`config.mk`:
```
export PLATFORM = sky130hd
export DESIGN_NAME = conv_window5x5_gen_flat
export DESIGN_NICKNAME = d
export VERILOG_FILES = /design/src/rtl/conv_window5x5_gen_if.sv /design/src/rtl/conv_window5x5_gen.sv /design/src/flat_wrapper.sv
export SDC_FILE = /design/constraint.sdc
export NUM_CORES = 1
export LEC_CHECK = 0
export ABC_CLOCK_PERIOD_IN_PS = 6350
export BUFFER_PORTS_ARGS = -buffer_cell sky130_fd_sc_hd__buf_4
export CORE_ASPECT_RATIO = 0.8
export CORE_UTILIZATION = 49
export DETAILED_ROUTE_END_ITERATION = 16
export PLACE_DENSITY = 0.75
export SLEW_MARGIN = 20
export SYNTH_ARGS = -nofsm -noshare
export SYNTH_HDL_FRONTEND = slang
export SYNTH_SLANG_ARGS = --single-unit
```
`constraint.sdc`:
```
create_clock -name clk -period 6.35 [get_ports clk]
set_input_delay 1.27 -clock clk [delete_from_list [all_inputs] [get_ports clk]]
set_output_delay 1.27 -clock clk [all_outputs]
set_load 0.05 [all_outputs]
```
`src/rtl/conv_window5x5_gen_if.sv`:
```
`default_nettype none
// ============================================================================
// conv_window5x5_gen_if : pixel stream in, 5x5 window stream out (WIN_POS_OUT_EN adds window position)
// Revision 1.0
// ============================================================================
interface conv_window5x5_gen_if #(
   parameter int DATA_W = 8
`ifdef WIN_POS_OUT_EN
   ,
   parameter int IMG_W  = 32,
   parameter int IMG_H  = 32
`endif
);
   logic                   valid_in;
   logic [DATA_W-1:0]      pix_in;
   logic                   valid_out;
   logic [25*DATA_W-1:0]   win;
   logic                   frame_done;
`ifdef WIN_POS_OUT_EN
   logic [$clog2(IMG_H)-1:0] out_row;
   logic [$clog2(IMG_W)-1:0] out_col;
`endif

   modport master (
      output valid_in,
      output pix_in,
      input  valid_out,
      input  win,
      input  frame_done
`ifdef WIN_POS_OUT_EN
      ,
      input  out_row,
      input  out_col
`endif
   );

   modport slave (
      input  valid_in,
      input  pix_in,
      output valid_out,
      output win,
      output frame_done
`ifdef WIN_POS_OUT_EN
      ,
      output out_row,
      output out_col
`endif
   );
endinterface
`default_nettype wire

```
`src/rtl/conv_window5x5_gen.sv`:
```
`default_nettype none
// ============================================================================
// conv_window5x5_gen : streaming 5x5 sliding-window generator, 4 line buffers.
// Optional macro WIN_POS_OUT_EN adds out_row/out_col (window top-left).
// Revision 1.0
// ============================================================================
module conv_window5x5_gen #(
   parameter int DATA_W = 8,
   parameter int IMG_W  = 32,
   parameter int IMG_H  = 32
) (
   input  wire logic            clk,
   input  wire logic            rst_n,
   conv_window5x5_gen_if.slave  bus
);
   localparam int COL_W = $clog2(IMG_W);
   localparam int ROW_W = $clog2(IMG_H);
   localparam logic [COL_W-1:0] COL_LAST = COL_W'(IMG_W - 1);
   localparam logic [ROW_W-1:0] ROW_LAST = ROW_W'(IMG_H - 1);
   localparam logic [COL_W-1:0] COL_FOUR = COL_W'(4);
   localparam logic [ROW_W-1:0] ROW_FOUR = ROW_W'(4);

   typedef enum logic [0:0] {
      S_FILL = 1'b0,
      S_RUN  = 1'b1
   } state_t;

   state_t              state;
   state_t              state_nxt;
   logic [COL_W-1:0]    col;
   logic [COL_W-1:0]    col_nxt;
   logic [ROW_W-1:0]    row;
   logic [ROW_W-1:0]    row_nxt;
   logic                accept;
   logic                win_ok;
   logic                last_pix;

   logic [DATA_W-1:0]   lb [4][IMG_W];
   logic [DATA_W-1:0]   new_col [5];
   logic [DATA_W-1:0]   tap [5][5];
   logic [25*DATA_W-1:0] tap_flat;

   logic                stage_acc;
   logic                stage_vld;
   logic                stage_last;
   logic                valid_q;
   logic                done_q;
   logic [25*DATA_W-1:0] win_q;

   // Counter advance and state derivation; S_RUN mirrors row >= 4.
   always_comb begin
      accept   = bus.valid_in;
      col_nxt  = col;
      row_nxt  = row;
      last_pix = (col == COL_LAST) && (row == ROW_LAST);
      if (accept) begin
         if (col == COL_LAST) begin
            col_nxt = '0;
            row_nxt = (row == ROW_LAST) ? '0 : row + ROW_W'(1);
         end else begin
            col_nxt = col + COL_W'(1);
         end
      end
      state_nxt = (row_nxt >= ROW_FOUR) ? S_RUN : S_FILL;
      win_ok    = accept && (state == S_RUN) && (col >= COL_FOUR);
   end

   always_ff @(posedge clk or negedge rst_n) begin
      if (!rst_n) begin
         state <= S_FILL;
         col   <= '0;
         row   <= '0;
      end else begin
         state <= state_nxt;
         col   <= col_nxt;
         row   <= row_nxt;
      end
   end

   // Column entering the window: lb[3] holds the oldest row, pix_in the newest.
   always_comb begin
      for (int r = 0; r < 4; r++) begin
         new_col[r] = lb[3-r][col];
      end
      new_col[4] = bus.pix_in;
   end

   always_ff @(posedge clk) begin
      if (accept) begin
         lb[0][col] <= bus.pix_in;
         for (int i = 1; i < 4; i++) begin
            lb[i][col] <= lb[i-1][col];
         end
      end
   end

   always_ff @(posedge clk or negedge rst_n) begin
      if (!rst_n) begin
         for (int r = 0; r < 5; r++) begin
            for (int c = 0; c < 5; c++) begin
               tap[r][c] <= '0;
            end
         end
         stage_acc  <= 1'b0;
         stage_vld  <= 1'b0;
         stage_last <= 1'b0;
      end else begin
         stage_acc  <= accept;
         stage_vld  <= win_ok;
         stage_last <= win_ok && last_pix;
         if (accept) begin
            for (int r = 0; r < 5; r++) begin
               for (int c = 0; c < 4; c++) begin
                  tap[r][c] <= tap[r][c+1];
               end
               tap[r][4] <= new_col[r];
            end
         end
      end
   end

   for (genvar r = 0; r < 5; r++) begin : g_row
      for (genvar c = 0; c < 5; c++) begin : g_col
         assign tap_flat[(r*5+c)*DATA_W +: DATA_W] = tap[r][c];
      end
   end

   always_ff @(posedge clk or negedge rst_n) begin
      if (!rst_n) begin
         valid_q <= 1'b0;
         done_q  <= 1'b0;
         win_q   <= '0;
      end else begin
         valid_q <= stage_vld;
         done_q  <= stage_last;
         if (stage_acc) begin
            win_q <= tap_flat;
         end
      end
   end

   assign bus.valid_out  = valid_q;
   assign bus.frame_done = done_q;
   assign bus.win        = win_q;

`ifdef WIN_POS_OUT_EN
   logic [ROW_W-1:0] stage_row;
   logic [COL_W-1:0] stage_col;
   logic [ROW_W-1:0] pos_row_q;
   logic [COL_W-1:0] pos_col_q;

   always_ff @(posedge clk or negedge rst_n) begin
      if (!rst_n) begin
         stage_row <= '0;
         stage_col <= '0;
         pos_row_q <= '0;
         pos_col_q <= '0;
      end else begin
         if (win_ok) begin
            stage_row <= row - ROW_FOUR;
            stage_col <= col - COL_FOUR;
         end
         if (stage_vld) begin
            pos_row_q <= stage_row;
            pos_col_q <= stage_col;
         end
      end
   end

   assign bus.out_row = pos_row_q;
   assign bus.out_col = pos_col_q;
`else
`endif
endmodule
`default_nettype wire

```
`src/flat_wrapper.sv`:
```
// flat-port wrapper written by rule: the top's interface ports become plain ports
module conv_window5x5_gen_flat 
#(
   parameter int DATA_W = 8,
   parameter int IMG_W  = 32,
   parameter int IMG_H  = 32
)
  (clk, rst_n, bus_valid_in, bus_pix_in, bus_valid_out, bus_win, bus_frame_done);
  conv_window5x5_gen_if #(.DATA_W(DATA_W)) bus_i ();
  input  wire logic clk;
  input  wire logic rst_n;
  input wire logic [$bits(bus_i.valid_in)-1:0] bus_valid_in;
  input wire logic [$bits(bus_i.pix_in)-1:0] bus_pix_in;
  output wire logic [$bits(bus_i.valid_out)-1:0] bus_valid_out;
  output wire logic [$bits(bus_i.win)-1:0] bus_win;
  output wire logic [$bits(bus_i.frame_done)-1:0] bus_frame_done;
  assign bus_i.valid_in = bus_valid_in;
  assign bus_i.pix_in = bus_pix_in;
  assign bus_valid_out = bus_i.valid_out;
  assign bus_win = bus_i.win;
  assign bus_frame_done = bus_i.frame_done;
  conv_window5x5_gen #(.DATA_W(DATA_W), .IMG_W(IMG_W), .IMG_H(IMG_H)) u_core (.clk(clk), .rst_n(rst_n), .bus(bus_i));
endmodule
```
==> impl_metrics.toml, run 1 <==
[global_route]
grt_max_degree = 139
antenna_found_initial = 6
grt-ovfl-total = 0
grt_pass1_vias = 28400
track_usage_pct = 22.6
grt_pass1_wl_um = 188000

[synthesis]
netlist_top_cells_count = "edfxtp_1, mux2i_1, dfrtp_1"
synth_edf_count = 1024
synth_top_area_share_pct = 56.4
syn_area_mm2 = 0.0545
synth-simple-area-share_pct = 2.13
syn-num-nets = 2980
yosys_register_bits = 1440
synth_area_leaders = "edfxtp_1, dfrtp_1, mux2i_1"
synthAdderAreaFrac_pct = 0.184
ys_types = 45
ys.warnings.count = 0
synth_mux_area_share_pct = 17.3
synth-compound-area-share_pct = 3.22
syn_avg_cell_area_um2 = 18.4
synth_top_family_by_area = "multiplexers"
yosysMostFrequentCell = "edfxtp_1"
synth_top_area_cell = "edfxtp_1"
synth_xor_area_share_pct = 0
seq_area_frac_synth_pct = 75.5
ys_async_sr_fraction_pct = 28.9
ys.flop_type = "edfxtp_1"
netlist_instances = 2961

[placed_design]
gp_congestion = 0.867
dp_hpwl_um = 77500
dpl_cell_area_mm2 = 0.0584
io_buffers = 212

[setup_path]
startpoint = "u_core.col[1]$_DFFE_PN0P_"
r2r_setup_slack_ps = 1290
crit_slowest_cell = "nand2_1"
r2r_end = "u_core.lb[2][50]$_DFFE_PP_"
end_kind = "flop"
cp.required_ps = 6530
crit_arrival_ps = 5240
worst-path-buf-inv = 2
critPathTopFamily = "simple AND/OR/NAND/NOR gates"
reg2reg_depth = 7
cp-start-kind = "flop"
critPathMaxFanout = 34
worstSetupPathType = "flop to flop"
rr_startpoint = "u_core.col[1]$_DFFE_PN0P_"
max_stage_delay_ps = 1050
crit_chain = "buf_4, nor2b_1, nand2_1, buf_4, o22ai_1, nor4_1, nand2_1"

[timing]
period_needed_ps = 5060
finClkSkew_ps = 42.5
rsz0062_at_grt = "false"
finalHoldViolations = 0
slew_headroom_pct = 18.6
setup_viol = 0
fmax_mhz = 198
tns_ps = 0
slew_viol_final = 0
finalCritPeriodShare_pct = 79.7
worst_slew_pin_slew_ps = 1210

[routing]
vias_per_cell = 6.02
wl_met3_um = 13900
routed_wl_um = 128000
wl_per_cell_um = 26.6
drc = 0
top_layer_used = "met5"
final_antenna_net_count = 0
dr.pass1.iters = 6
dr_total_vias = 28900
drtIter0Drc = 3647
m1WireLength_um = 53700
dr_wl_met2_um = 56800

[cells_and_area]
syn_to_final_growth_pct = 15.3
finalNetCount = 3270
stdcell_area_mm2 = 0.0629
fillCellCount = 8087
drive_gt1_share_pct = 29.0

[hold_path]
hold_path.class = "flop to flop"
hold_depth = 0
worstHoldStart = "u_core.stage_vld$_DFF_PN0_"
min_to = "u_core.bus.valid_out$_DFF_PN0_"

[clock_tree]
numClockSinks = 1440
cts_resized = 0
cts-root-buf = "clkbuf_16"
h-tree-depth = 4
post-cts-setup-buffers = 0
clk_latency_ps = 760
numCtsBuffers = 137
cts_hold_buf = 0
clk_pin_slew_ps = 60
cts_tree = "built"
cts.path.max_buffers = 3

[power]
power-per-cell-area_mw_per_mm2 = 510
p_leak_uw = 0.0231
pwr-share-clk_pct = 25.3
p_switching_uw = 11200
combPwrFrac_pct = 28.8
peakVddDrop_v = 0.000328
p_sw_share_pct = 34.9
p_seq_share_pct = 45.9
intPower_uw = 20900

[floorplanning]
core_mm2 = 0.110
placementRows = 109
die-area_mm2 = 0.113
die_w_um = 375
die_y_um = 300
start_util_pct = 49.4
ioPinCount = 213

[status]
status = "complete, no violations"

[run]
maxCapViolCount = 0
[power groups by stage]
stage               clock [µW]  combinational, µW  sequential, µW
global route              8560               9630           14900
floorplan                    0               3610           16400
detailed placement           0               9080           14900
CTS                       8220               9100           14700
global placement             0               8830           14800
finish                    8100               9230           14700
[cells in the final DEF (no fill, tap or decap), types with 4 or more instances in the layout]
cell	n
nor2_4	28
mux2_2	371
o22ai_1	206
bufinv_16	8
nor4_1	39
a21boi_1	5
nor4_2	6
nand2_2	4
nand3_1	11
clkinv_2	12
clkbuf_16	141
a21oi_1	11
and3_1	5
buf_16	4
dfrtp_1	412
o32a_1	6
clkinv_1	15
nand2_1	62
nand2b_1	5
mux2i_1	422
buf_4	290
mux4_2	46
nor2b_1	5
clkbuf_8	14
o21ai_0	9
a31oi_1	27
clkinv_8	4
nor3_2	4
a22oi_1	6
clkbuf_1	44
ha_1	8
edfxtp_1	1024
nor2_1	38
buf_12	15
[layout make-up]
type / instances / area (µm²) / share of cell area [%]
well taps: 1443 / 1810 / 2.87
repair buffers: 312 / 2630 / 4.17
flip-flops and latches: 1440 / 41200 / 65.5
inverters: 4 / 15.0 / 0.0239
diodes: 2 / 5.00 / 0.00796
multi-input cells: 1356 / 12800 / 20.4
clock inverters: 49 / 581 / 0.923
clock buffers: 199 / 3890 / 6.18
[registers in the layout, indices dropped and copies added (netlist names)]
register	count
u_core.bus.frame_done	1
u_core.bus.valid_out	1
u_core.bus.win	200
u_core.col	5
u_core.lb	1024
u_core.row	5
u_core.stage_acc	1
u_core.stage_last	1
u_core.stage_vld	1
u_core.state	1
u_core.tap	200
[how the worst max path moves through the flow]
stage,endpoint,slack [ps],cells past startpoint
final,u_core.lb[2][50]$_DFFE_PP_,1290,7
after global routing,u_core.lb[2][50]$_DFFE_PP_,1420,7
after CTS,u_core.lb[2][108]$_DFFE_PP_,1450,7
after detailed placement,u_core.lb[2][108]$_DFFE_PP_,1470,7
after global placement,u_core.lb[2][129]$_DFFE_PP_,1150,5
after floorplan,u_core.lb[0][100]$_DFFE_PP_,1470,5
[per-layer routing]
layer	vias to the layer above	GRT usage, %
li1	12300	-
met2	1570	33.1
met4	2	7.44
met3	219	5.15
met1	14900	33.6
met5	-	0
[worst reg2reg max path: stages (launching register included)]
cell and delay, ps:
dfrtp_2 960, buf_4 410, nor2b_1 140, nand2_1 540, buf_4 300, o22ai_1 110
nor4_1 980, nand2_1 1050
[metrics by stage]
stage | utilization, % | cells | hold WS [ps] | worst slack, ps | total power (µW)
final | 56.9 | 4805 | 341 | 1290 | 32100
after global routing | 56.9 | 4803 | 348 | 1420 | 33100
after CTS | 56.9 | 4802 | 341 | 1450 | 32100
after detailed placement | 52.8 | 4554 | 342 | 1470 | 24000
after global placement | 52.6 | 4543 | 338 | 1150 | 23700
after floorplan | - | 2961 | 331 | 1470 | 20000
[logic make-up after synthesis]
kind of cell	count (synthesis)
AOI/OAI and AO/OA	276
and+or+nand+nor	233
adders and majority gates	8
muxes	839
buffers and inverters	165
DFF	1440
No activity file was read; power rests on OpenSTA's default activity.
==> run 2: changes to the inputs <==
Settings changed: ABC_CLOCK_PERIOD_IN_PS 6350 to 4470, PLACE_DENSITY 0.75 to 0.77.
Clock period 6.35 ns to 4.47 ns, I/O delays scaled along.
==> impl_metrics.toml, run 2 (synthesis gave the netlist of run 1 again) <==
[global_route]
use_met1_pct = 34.1
busiest_layer = "met2"
track_usage_pct = 23.8
grt_pass1_vias = 29100
grt-ovfl-total = 0
grt_max_degree = 95
met3_usage_pct = 5.91
grt_pass1_wl_um = 196000
antenna_found_initial = 4
use_met2_pct = 35.9

[cells_and_area]
drive_gt1_share_pct = 29.7
stdcell_area_mm2 = 0.0631
syn_to_final_growth_pct = 15.6
layout_commonest_cell = "edfxtp_1"
final_cell_mix = "edfxtp_1, mux2i_1, dfrtp_1"
finalNetCount = 3299
fillCellCount = 8018
regMostFlops = "u_core.lb"
largest_reg_flops = 1024

[placed_design]
gp_congestion = 0.838
dpl_cell_area_mm2 = 0.0585
io_buffers = 212
dp_hpwl_um = 79200

[power]
peakVddDrop_v = 0.000469
p_switching_uw = 15700
intPower_uw = 29500
combPwrFrac_pct = 28.5
pwr-share-clk_pct = 25.5
p_seq_share_pct = 46.1
p_sw_share_pct = 34.8
power-per-cell-area_mw_per_mm2 = 718
p_leak_uw = 0.0232

[floorplanning]
die_w_um = 375
start_util_pct = 49.4
die-area_mm2 = 0.113
core_mm2 = 0.110
placementRows = 109
ioPinCount = 213
die_y_um = 300

[setup_path]
r2r_setup_slack_ps = 630
crit_arrival_ps = 4290
cp-start-kind = "flop"
reg2reg_depth = 7
critPathMaxFanout = 44
end_kind = "flop"
rr_startpoint = "u_core.col[0]$_DFFE_PN0P_"
cp.required_ps = 4920
worstSetupPathType = "flop to flop"
r2r_end = "u_core.lb[3][174]$_DFFE_PP_"

[routing]
dr.pass1.iters = 8
vias_per_cell = 6.11
drtIter0Drc = 4050
drc = 0
dr_total_vias = 29500
final_antenna_net_count = 0
wl_per_cell_um = 27.7
routed_wl_um = 134000

[clock_tree]
cts_tree = "built"
post-cts-setup-buffers = 0
cts_hold_buf = 0
cts_resized = 0
numClockSinks = 1440
h-tree-depth = 4
cts-root-buf = "clkbuf_16"
numCtsBuffers = 138
clk_pin_slew_ps = 60
cts.path.max_buffers = 3
clk_latency_ps = 770

[timing]
finalHoldViolations = 0
worst_slew_pin_slew_ps = 1170
period_needed_ps = 3840
slew_viol_final = 0
tns_ps = 0
fmax_mhz = 260
setup_viol = 0
slew_headroom_pct = 21.3
rsz0062_at_grt = "false"
finalCritPeriodShare_pct = 85.9
finClkSkew_ps = 44.5

[run]
maxCapViolCount = 0

[hold_path]
hold_path.class = "input pin to async pin"

[status]
status = "complete, no violations"
==> run 2: cell types whose count changed in the layout (fill, tap and decap cells not counted), sizes merged <==
cell,before,now
clkinv,33,56
clkinvlp,2,6
diode,2,3
clkbuf,200,172
buf,311,340
inv,10,11
==> run 2: power by group through the flow <==
stage	Combinational, µW	Clock, µW	Sequential, µW
after global routing	13500	12200	21100
after global placement	12400	0	21000
final	12900	11500	20800
after CTS	12800	11700	20800
after floorplan	5130	0	23300
after detailed placement	12700	0	21100
==> run 2: critical path, cell delays in order, from the launching register on <==
cell and delay, ps:
dfrtp_4 1050, buf_4 440, buf_4 450, mux2i_1 260, o22ai_1 100, nor4_1 520, nand2_1 280, buf_4 310
==> run 2: final cells by class <==
cell class,instances,area (µm²),share of cell area (%)
sequential,1440,41200,65.3
multi-input combinational,1356,12700,20.2
clock buffer,172,3700,5.87
timing repair buffer,340,2830,4.49
tap,1443,1810,2.86
clock inverter,77,810,1.28
inverter,4,15.0,0.0238
antenna,3,7.51,0.0119
==> run 2: stage by stage <==
| step | total power (µW) | util (%) | instances | setup slack (ps) | hold WS [ps] |
|---|---|---|---|---|---|
| after global routing | 46800 | 57.1 | 4832 | 573 | 175 |
| after floorplan | 28400 | - | 2961 | 822 | 331 |
| final | 45200 | 57.1 | 4835 | 628 | 149 |
| after global placement | 33400 | 53.0 | 4583 | 890 | 338 |
| after CTS | 45300 | 57.1 | 4832 | 725 | 138 |
| after detailed placement | 33800 | 53.0 | 4583 | 787 | 340 |
==> run 2: worst max path at each step <==
stage	cells after the start	slack, ps	start	endpoint
after global placement	7	890	u_core.col[0]$_DFFE_PN0P_	u_core.lb[2][145]$_DFFE_PP_
final	7	630	u_core.col[0]$_DFFE_PN0P_	u_core.lb[3][174]$_DFFE_PP_
after floorplan	5	820	bus_valid_in	u_core.lb[0][0]$_DFFE_PP_
after detailed placement	7	790	u_core.col[0]$_DFFE_PN0P_	u_core.lb[3][102]$_DFFE_PP_
after CTS	7	730	u_core.col[0]$_DFFE_PN0P_	u_core.lb[3][70]$_DFFE_PP_
after global routing	7	570	u_core.col[0]$_DFFE_PN0P_	u_core.lb[2][217]$_DFFE_PP_
==> run 2: layer usage <==
metal  routed length (µm)  vias up
li1                     -    12300
met1                53800    15200
met2                61100     1712
met3                15400      281
met4                 3620        2
met5                   13        -
